--- src/rtl/adaptive_sleep_controller.sv ---
// adaptive_sleep_controller
//
// Per-peripheral sleep sequencer. Each channel counts idle cycles and, once
// the count reaches an adaptive threshold, runs a four-phase
// sleep_req/sleep_ack handshake with the power-gating controller. A
// per-channel penalty raises the threshold after premature wakes and decays
// it after long sleeps.
//
// Ports:
//   clk                clock
//   rst_n              asynchronous active-low reset
//   en_i               global enable; 0 blocks new sleep requests
//   learn_en_i         1 = penalty registers update, 0 = frozen
//   activity_i[N]      per-channel activity strobe
//   base_th_i[N*W]     per-channel base idle threshold
//   alpha_i[4]         penalty step shift (step = base_th >> alpha, min 1)
//   sleep_ack_i[N]     per-channel acknowledge from the power controller
//   sleep_req_o[N]     per-channel sleep request (REQ or SLEEP)
//   asleep_o[N]        1 while the channel is in SLEEP
//   cur_th_o[N*W]      effective threshold = sat(base_th + pen)
//   premature_wake_o[N] one-cycle pulse after a penalty increment
//
// States (per channel):
//   state  | meaning
//   ACTIVE | counting idle cycles, no request
//   REQ    | sleep_req high, waiting for ack or abort
//   SLEEP  | acknowledged, counting sleep cycles
//   WAKE   | request withdrawn, waiting for ack to drop

module adaptive_sleep_controller #(
    parameter int N = 4,
    parameter int W = 16
) (
    input  logic           clk,
    input  logic           rst_n,
    input  logic           en_i,
    input  logic           learn_en_i,
    input  logic [N-1:0]   activity_i,
    input  logic [N*W-1:0] base_th_i,
    input  logic [3:0]     alpha_i,
    input  logic [N-1:0]   sleep_ack_i,
    output logic [N-1:0]   sleep_req_o,
    output logic [N-1:0]   asleep_o,
    output logic [N*W-1:0] cur_th_o,
    output logic [N-1:0]   premature_wake_o
);

    typedef enum logic [1:0] {
        ACTIVE = 2'd0,
        REQ    = 2'd1,
        SLEEP  = 2'd2,
        WAKE   = 2'd3
    } state_t;

    for (genvar g = 0; g < N; g++) begin : g_ch
        state_t         state_q;
        logic [W-1:0]   idle_cnt_q;
        logic [W-1:0]   sleep_cnt_q;
        logic [W-1:0]   pen_q;
        logic           pw_q;

        logic [W-1:0]   base_d;
        logic [W:0]     th_sum_d;
        logic [W-1:0]   th_d;
        logic [W-1:0]   shr_d;
        logic [W-1:0]   step_d;
        logic [W:0]     pen_sum_d;
        logic [W-1:0]   pen_inc_d;

        assign base_d    = base_th_i[g*W +: W];

        // Sum on W+1 bits so an overflow shows up in the carry and clamps.
        assign th_sum_d  = {1'b0, base_d} + {1'b0, pen_q};
        assign th_d      = th_sum_d[W] ? {W{1'b1}} : th_sum_d[W-1:0];

        // A shift of W or more yields 0, which the floor below turns into 1.
        assign shr_d     = base_d >> alpha_i;
        assign step_d    = (shr_d == '0) ? {{(W-1){1'b0}}, 1'b1} : shr_d;
        assign pen_sum_d = {1'b0, pen_q} + {1'b0, step_d};
        assign pen_inc_d = pen_sum_d[W] ? {W{1'b1}} : pen_sum_d[W-1:0];

        always_ff @(posedge clk or negedge rst_n) begin
            if (!rst_n) begin
                state_q     <= ACTIVE;
                idle_cnt_q  <= '0;
                sleep_cnt_q <= '0;
                pen_q       <= '0;
                pw_q        <= 1'b0;
            end else begin
                pw_q <= 1'b0;
                case (state_q)
                    ACTIVE: begin
                        if (activity_i[g]) begin
                            idle_cnt_q <= '0;
                        end else if (en_i && (idle_cnt_q >= th_d)) begin
                            state_q    <= REQ;
                            idle_cnt_q <= '0;
                        end else if (idle_cnt_q != {W{1'b1}}) begin
                            idle_cnt_q <= idle_cnt_q + 1'b1;
                        end
                    end
                    REQ: begin
                        idle_cnt_q <= '0;
                        // Activity takes priority over an arriving ack.
                        if (activity_i[g]) begin
                            state_q <= sleep_ack_i[g] ? WAKE : ACTIVE;
                        end else if (sleep_ack_i[g]) begin
                            state_q     <= SLEEP;
                            sleep_cnt_q <= '0;
                        end
                    end
                    SLEEP: begin
                        idle_cnt_q <= '0;
                        if (sleep_cnt_q != {W{1'b1}}) begin
                            sleep_cnt_q <= sleep_cnt_q + 1'b1;
                        end
                        // Ack withdrawal is a controller-initiated wake and
                        // learns exactly like a peripheral-initiated one.
                        if (activity_i[g] || !sleep_ack_i[g]) begin
                            state_q <= WAKE;
                            if (learn_en_i) begin
                                if (sleep_cnt_q < base_d) begin
                                    pen_q <= pen_inc_d;
                                    pw_q  <= 1'b1;
                                end else begin
                                    pen_q <= pen_q >> 1;
                                end
                            end
                        end
                    end
                    WAKE: begin
                        idle_cnt_q <= '0;
                        if (!sleep_ack_i[g]) begin
                            state_q <= ACTIVE;
                        end
                    end
                    default: state_q <= ACTIVE;
                endcase
            end
        end

        assign sleep_req_o[g]      = (state_q == REQ) || (state_q == SLEEP);
        assign asleep_o[g]         = (state_q == SLEEP);
        assign premature_wake_o[g] = pw_q;
        assign cur_th_o[g*W +: W]  = th_d;
    end

endmodule

--- config.mk ---
export PLATFORM = sky130hd
export DESIGN_NAME = adaptive_sleep_controller
export DESIGN_NICKNAME = d
export VERILOG_FILES = /design/src/rtl/adaptive_sleep_controller.sv
export SDC_FILE = /design/constraint.sdc
export NUM_CORES = 1
export LEC_CHECK = 0
export ABC_AREA = 1
export CAP_MARGIN = 20
export CORE_ASPECT_RATIO = 1.5
export CORE_MARGIN = 2
export CORE_UTILIZATION = 35
export DETAILED_ROUTE_END_ITERATION = 7
export SLEW_MARGIN = 0
export SYNTH_ARGS = -nofsm -noshare
export SYNTH_HDL_FRONTEND = slang
export SYNTH_SLANG_ARGS = --single-unit
--- constraint.sdc ---
create_clock -name clk -period 9.49 [get_ports clk]
set_input_delay 0.949 -clock clk [delete_from_list [all_inputs] [get_ports clk]]
set_output_delay 0.949 -clock clk [all_outputs]
set_load 0.005 [all_outputs]
# Yosys cells after proc, flatten, opt, wreduce, memory -nomap -nowiden
# Index checks and enable logic that the tools add are counted.
# op_classes
add_sub_neg	16
n_lt_le_gt_ge	8
n_eq_ne	56
shift	4
n_mux	96
reduce_logical	44
# ops
op	n
two-way mux 16 bit	40
one-hot mux 16 bit (2 select lines)	8
adder 16 x 16 -> 17 bit	8
adder 16 x 1 -> 16 bit (second input constant)	8
!= test 16 bit (second input constant)	8
greater-or-equal comparator 16 bit	4
zero test 16 bit	4
< comparator 16 bit	4
right shift 16 x 4 -> 16 bit	4
two-way mux 2 bit	28
!= test 2 bit (second input constant)	20
one-hot mux 2 bit (4 select lines)	4
AND reduction 5 bit	4
== test 2 bit (second input constant)	8
two-way mux 1 bit	16
!= test 2 x 1 -> 1 bit (second input constant)	8
!= test 4 bit (second input constant)	4
AND reduction 4 bit	4
!= test 3 bit (second input constant)	4
AND reduction 3 bit	4
OR reduction 3 bit	4
== test 2 x 1 -> 1 bit (second input constant)	4
zero test 2 bit	4
logical OR 1 bit	8
3 further kinds	12
# totals
reg_bits	204
in_bits	80
word_cells	244

# Depth between registers and ports, before layout
# logic_depth
depth_word	7
mapped_depth	30
mapped_depth_nobuf	28

# Worst setup path after synthesis
# Ideal clock, no wire load.
# synth_path
kind	input -> register
from	in base_th_i[32]
to	reg g_ch[2].idle_cnt_q[10]
setup_ps	121
arrival_time_ps	3723
required_ps	9369
path_slack_ps	5646
cell_stages	23
path_buffers	2
cell_sequence	ha_1 -> fa_1 -> nand3_1 -> nand2_1 -> a21oi_2 -> o21ai_2 -> nand3_2 -> nand3_4 -> or2_2 -> ha_1 -> inv_1 -> nand2_1 -> nand3_1 -> nand2_1 -> nand2_1 -> nand2_1 -> nand2_1 -> nand2_1 -> nand2_1 -> buf_2 -> nand3_1 -> buf_2 -> nand2_1
# synth_between
elab_chain_cells	7
# synth_lines
item	line_no	text
start, declared	39	input logic [N*W-1:0] base_th_i,
adder 16 x 16 -> 17 bit (*)	73	assign th_sum_d = {1'b0, base_d} + {1'b0, pen_q};
two-way mux 16 bit (*)	74	assign th_d = th_sum_d[W] ? {W{1'b1}} : th_sum_d[W-1:0];
via cur_th_o[32]	44	output logic [N*W-1:0] cur_th_o,
greater-or-equal comparator 16 bit (*)	95	end else if (en_i && (idle_cnt_q >= th_d)) begin
logical AND 1 bit (*)	95	
two-way mux 16 bit	95	
two-way mux 16 bit	93	if (activity_i[g]) begin
one-hot mux 16 bit (2 select lines)	91	case (state_q)
end signal, assigned	99	idle_cnt_q <= idle_cnt_q + 1'b1;
end, declared	57	logic [W-1:0] idle_cnt_q;
# Mark *: on every way through the listed nets, which the timed path passes. The rest lies on a longest branch.
# A chain may end at the register's enable or synchronous reset.

# Worst setup path in the final report
# layout_path
from	in base_th_i[16]
to	out cur_th_o[16]
# layout_between
elab_chain_cells	2
# layout_lines
item	line_no
adder 16 x 16 -> 17 bit	73
two-way mux 16 bit	74
end, declared	44
# Every way passes these cells.

==> impl_metrics.toml <==
[run_status]
status = "finished, final reports clean"

[floorplanning]
io_pins = 156
start_util = 0.3529
die-height_um = 334.9
fp.dieW_um = 224.6
core_area_um2 = 72370
dieArea_um2 = 75200
rows = 121

[synth]
synth_seq_area_share = 0.1999
ys.flop_type = "dfrtp_1"
syn_area_um2 = 25540
yosysTopAreaCell = "dfrtp_1"
ys_types = 55
syn_area_per_cell_um2 = 6.258
yosysTopAreaCellShare = 0.1999
synth-edff-count = 0
netlist_instances = 4081
synthArstFlopShare = 1.000
ys_top_cells_by_area = "dfrtp_1 (20%), nand2_1 (18%), ha_1 (14%)"
synthTopCellsByCount = "nand2_1 (1234), inv_1 (501), nand3_1 (483)"
synth_warnings = 0
syn_nets = 4449
ys_seq_elements = 204
yosysMostFrequentCell = "nand2_1"

[power]
pwr-share-clk = 0.161
ir_worst_vdd_v = 0.0002326
seq_power_share = 0.189
p_switching_w = 0.003381
intPower_w = 0.003413
power_w = 0.006794
combPwrFrac = 0.650
switching_share = 0.4976
p_per_area_nw_per_um2 = 237.6
cellLeakagePower_nw = 15.23

[cts]
cts_made_buffers = 27
cts-resized-gates = 0
cts_max_path_buffers = 3
clkLatencyLatePin_ns = 0.58
cts_hold_buffers = 0
htree_levels = 1
cts.reportedPaths.clkPinSlew_ns = 0.06
cts_sinks = 204
cts_tree = "built"
root_buffer = "clkbuf_16"
post-cts-setup-buffers = 0

[setup_path]
path_max_fanout = 16
worstPathCellList = "clkdlybuf4s50_1 -> ha_1 -> fa_1 -> nand3_1 -> nand3_2 -> a21oi_2 -> o21ai_2 -> nand3_1 -> nand3_2 -> or2_2 -> clkdlybuf4s50_1"
slowest_stage = "clkdlybuf4s50_1"
end_kind = "output port"
critPathKind = "in -> out"
start_kind = "input port"
worstPathRequired_ns = 8.54
cp.arrival_ns = 3.98
critPathMaxStageDelay_ns = 0.51

[timing]
fin_crit_sh = 0.5191
setup_violations = 0
period_needed_ns = 4.926
fmax_mhz = 203.0
worst_pin_slew_ns = 1.120
rsz0062_at_grt = "no"
max-slew-margin-rel = 0.2513
hold_viol_final = 0
fin_ws_ns = 4.564
fin_skew_ns = 0.01515
setup_tns_ns = 0
slew_violations = 0
hold_ws_ns = 0.3282

[finish]
final_layout_size_suffix_gt1_frac = 0.04156
fillers = 7896
final_util = 0.3951
area_delta_synth_final_pct = 11.94
final_net_count = 4535

[routing]
wire_per_inst_um = 16.09
viasPerCell = 5.170
drtIter0Drc = 1776
antenna_left = 0
num_vias = 26430
first_pass_iters = 7
wl_mm = 82.23
drc = 0

[global_route]
grt_max_degree = 88
gr-total-overflow = 0
antenna_found_initial = 2
grt.total_usage = 0.2176
grt_pass1_vias = 25980
grt_pass1_wl_mm = 132.9

[placement]
gp_congestion = 0.9194
io_buffers = 155
dp_slack_ns = 4.191
dp_hpwl_mm = 64.92

[hold_path]
holdCritPathClass = "in -> async"

[run]
maxCapViolCount = 0
-- power groups by stage --
| stage | sequential (W) | clock (W) | combinational (W) |
|---|---|---|---|
| 2_1_floorplan | 0.00119 | 0 | 0.00297 |
| 3_3_place_gp | 0.00130 | 0 | 0.00440 |
| 3_5_place_dp | 0.00130 | 0 | 0.00441 |
| 4_1_cts | 0.00128 | 0.00113 | 0.00445 |
| 5_1_grt | 0.00131 | 0.00116 | 0.00503 |
| 6_report | 0.00128 | 0.00110 | 0.00442 |
-- critical path: cells and delay by family --
| kind | cells | cell delay [ns] |
|---|---|---|
| AND/OR/NAND/NOR | 5 | 1.00 |
| adder cells (fa/ha/maj) | 2 | 0.67 |
| buffers and inverters | 2 | 1.01 |
| AO/OA/AOI/OAI | 2 | 0.33 |
-- routing by layer --
metal,GRT usage,share of wire
met5,0,0
met1,0.2451,0.40
met4,0.1095,0.052
met3,0.02042,0.035
met2,0.4048,0.51
-- placed cells by master (no fill, tap or decap), types with 8 or more instances in the layout --
cell type / instances
a211oi_1: 11
a21o_1: 14
a21oi_1: 199
buf_4: 10
clkbuf_16: 27
clkdlybuf4s50_1: 151
dfrtp_1: 204
fa_1: 8
ha_1: 280
inv_1: 499
inv_2: 20
nand2_1: 1234
nand2_2: 17
nand3_1: 483
nand3_2: 11
nand3b_1: 22
nand4_1: 88
nor2_1: 351
nor2_2: 15
nor3_1: 44
nor4_1: 13
o211ai_1: 10
o21a_1: 12
o21ai_0: 160
o21ai_1: 10
o21ai_2: 11
o21bai_1: 10
o31ai_1: 36
or2_2: 8
xnor2_1: 22
xor2_1: 125
-- per-stage QoR --
stage / std cells / area, um^2
2_1_floorplan: 4081 / 25540
3_3_place_gp: 5060 / 27680
3_5_place_dp: 5060 / 27680
4_1_cts: 5109 / 28590
5_1_grt: 5111 / 28590
6_report: 5111 / 28590
-- path summary, 6_finish.rpt --
check,from,to,slack (ns),cells past startpoint
worst max-delay path,base_th_i[16],cur_th_o[16],4.56,11
worst min-delay path,rst_n,g_ch[1].idle_cnt_q[7],0.33,1
worst max register to register,g_ch[2].pen_q[0],g_ch[2].idle_cnt_q[0],5.28,24
worst min register to register,flip-flop,flip-flop,0.54,2
max in group asynchronous,rst_n,g_ch[3].idle_cnt_q[2],7.60,2
min in group clk,flip-flop,flip-flop,0.54,2
-- state kept, by name, indices dropped and copies added, names as in the netlist, named ones only --
signal and flops:
g_ch.state_q 4, g_ch.sleep_cnt_q 64, g_ch.pen_q 64, g_ch.idle_cnt_q 64
g_ch.pw_q 4
-- logic make-up after synthesis --
logic type,Yosys count,share of synthesized area
AOI/OAI and AO/OA,501,0.1127
xor gates and xnor gates,147,0.05041
adders and majority gates,288,0.1434
buffers and inverters,631,0.1018
DFF,204,0.1999
and+or+nand+nor,2310,0.3918
-- layout make-up --
cell class	count	area (um^2)	area share
Antenna cell	2	5.005	0.0001750
Clock buffer	32	724.4	0.02534
Clock inverter	17	185.2	0.006477
Inverter	523	1966	0.06875
Multi-Input combinational cell	3246	17840	0.6238
Sequential cell	204	5105	0.1785
Tap cell	922	1154	0.04035
Timing Repair Buffer	165	1617	0.05654
Power figures use the tool's default switching activity.
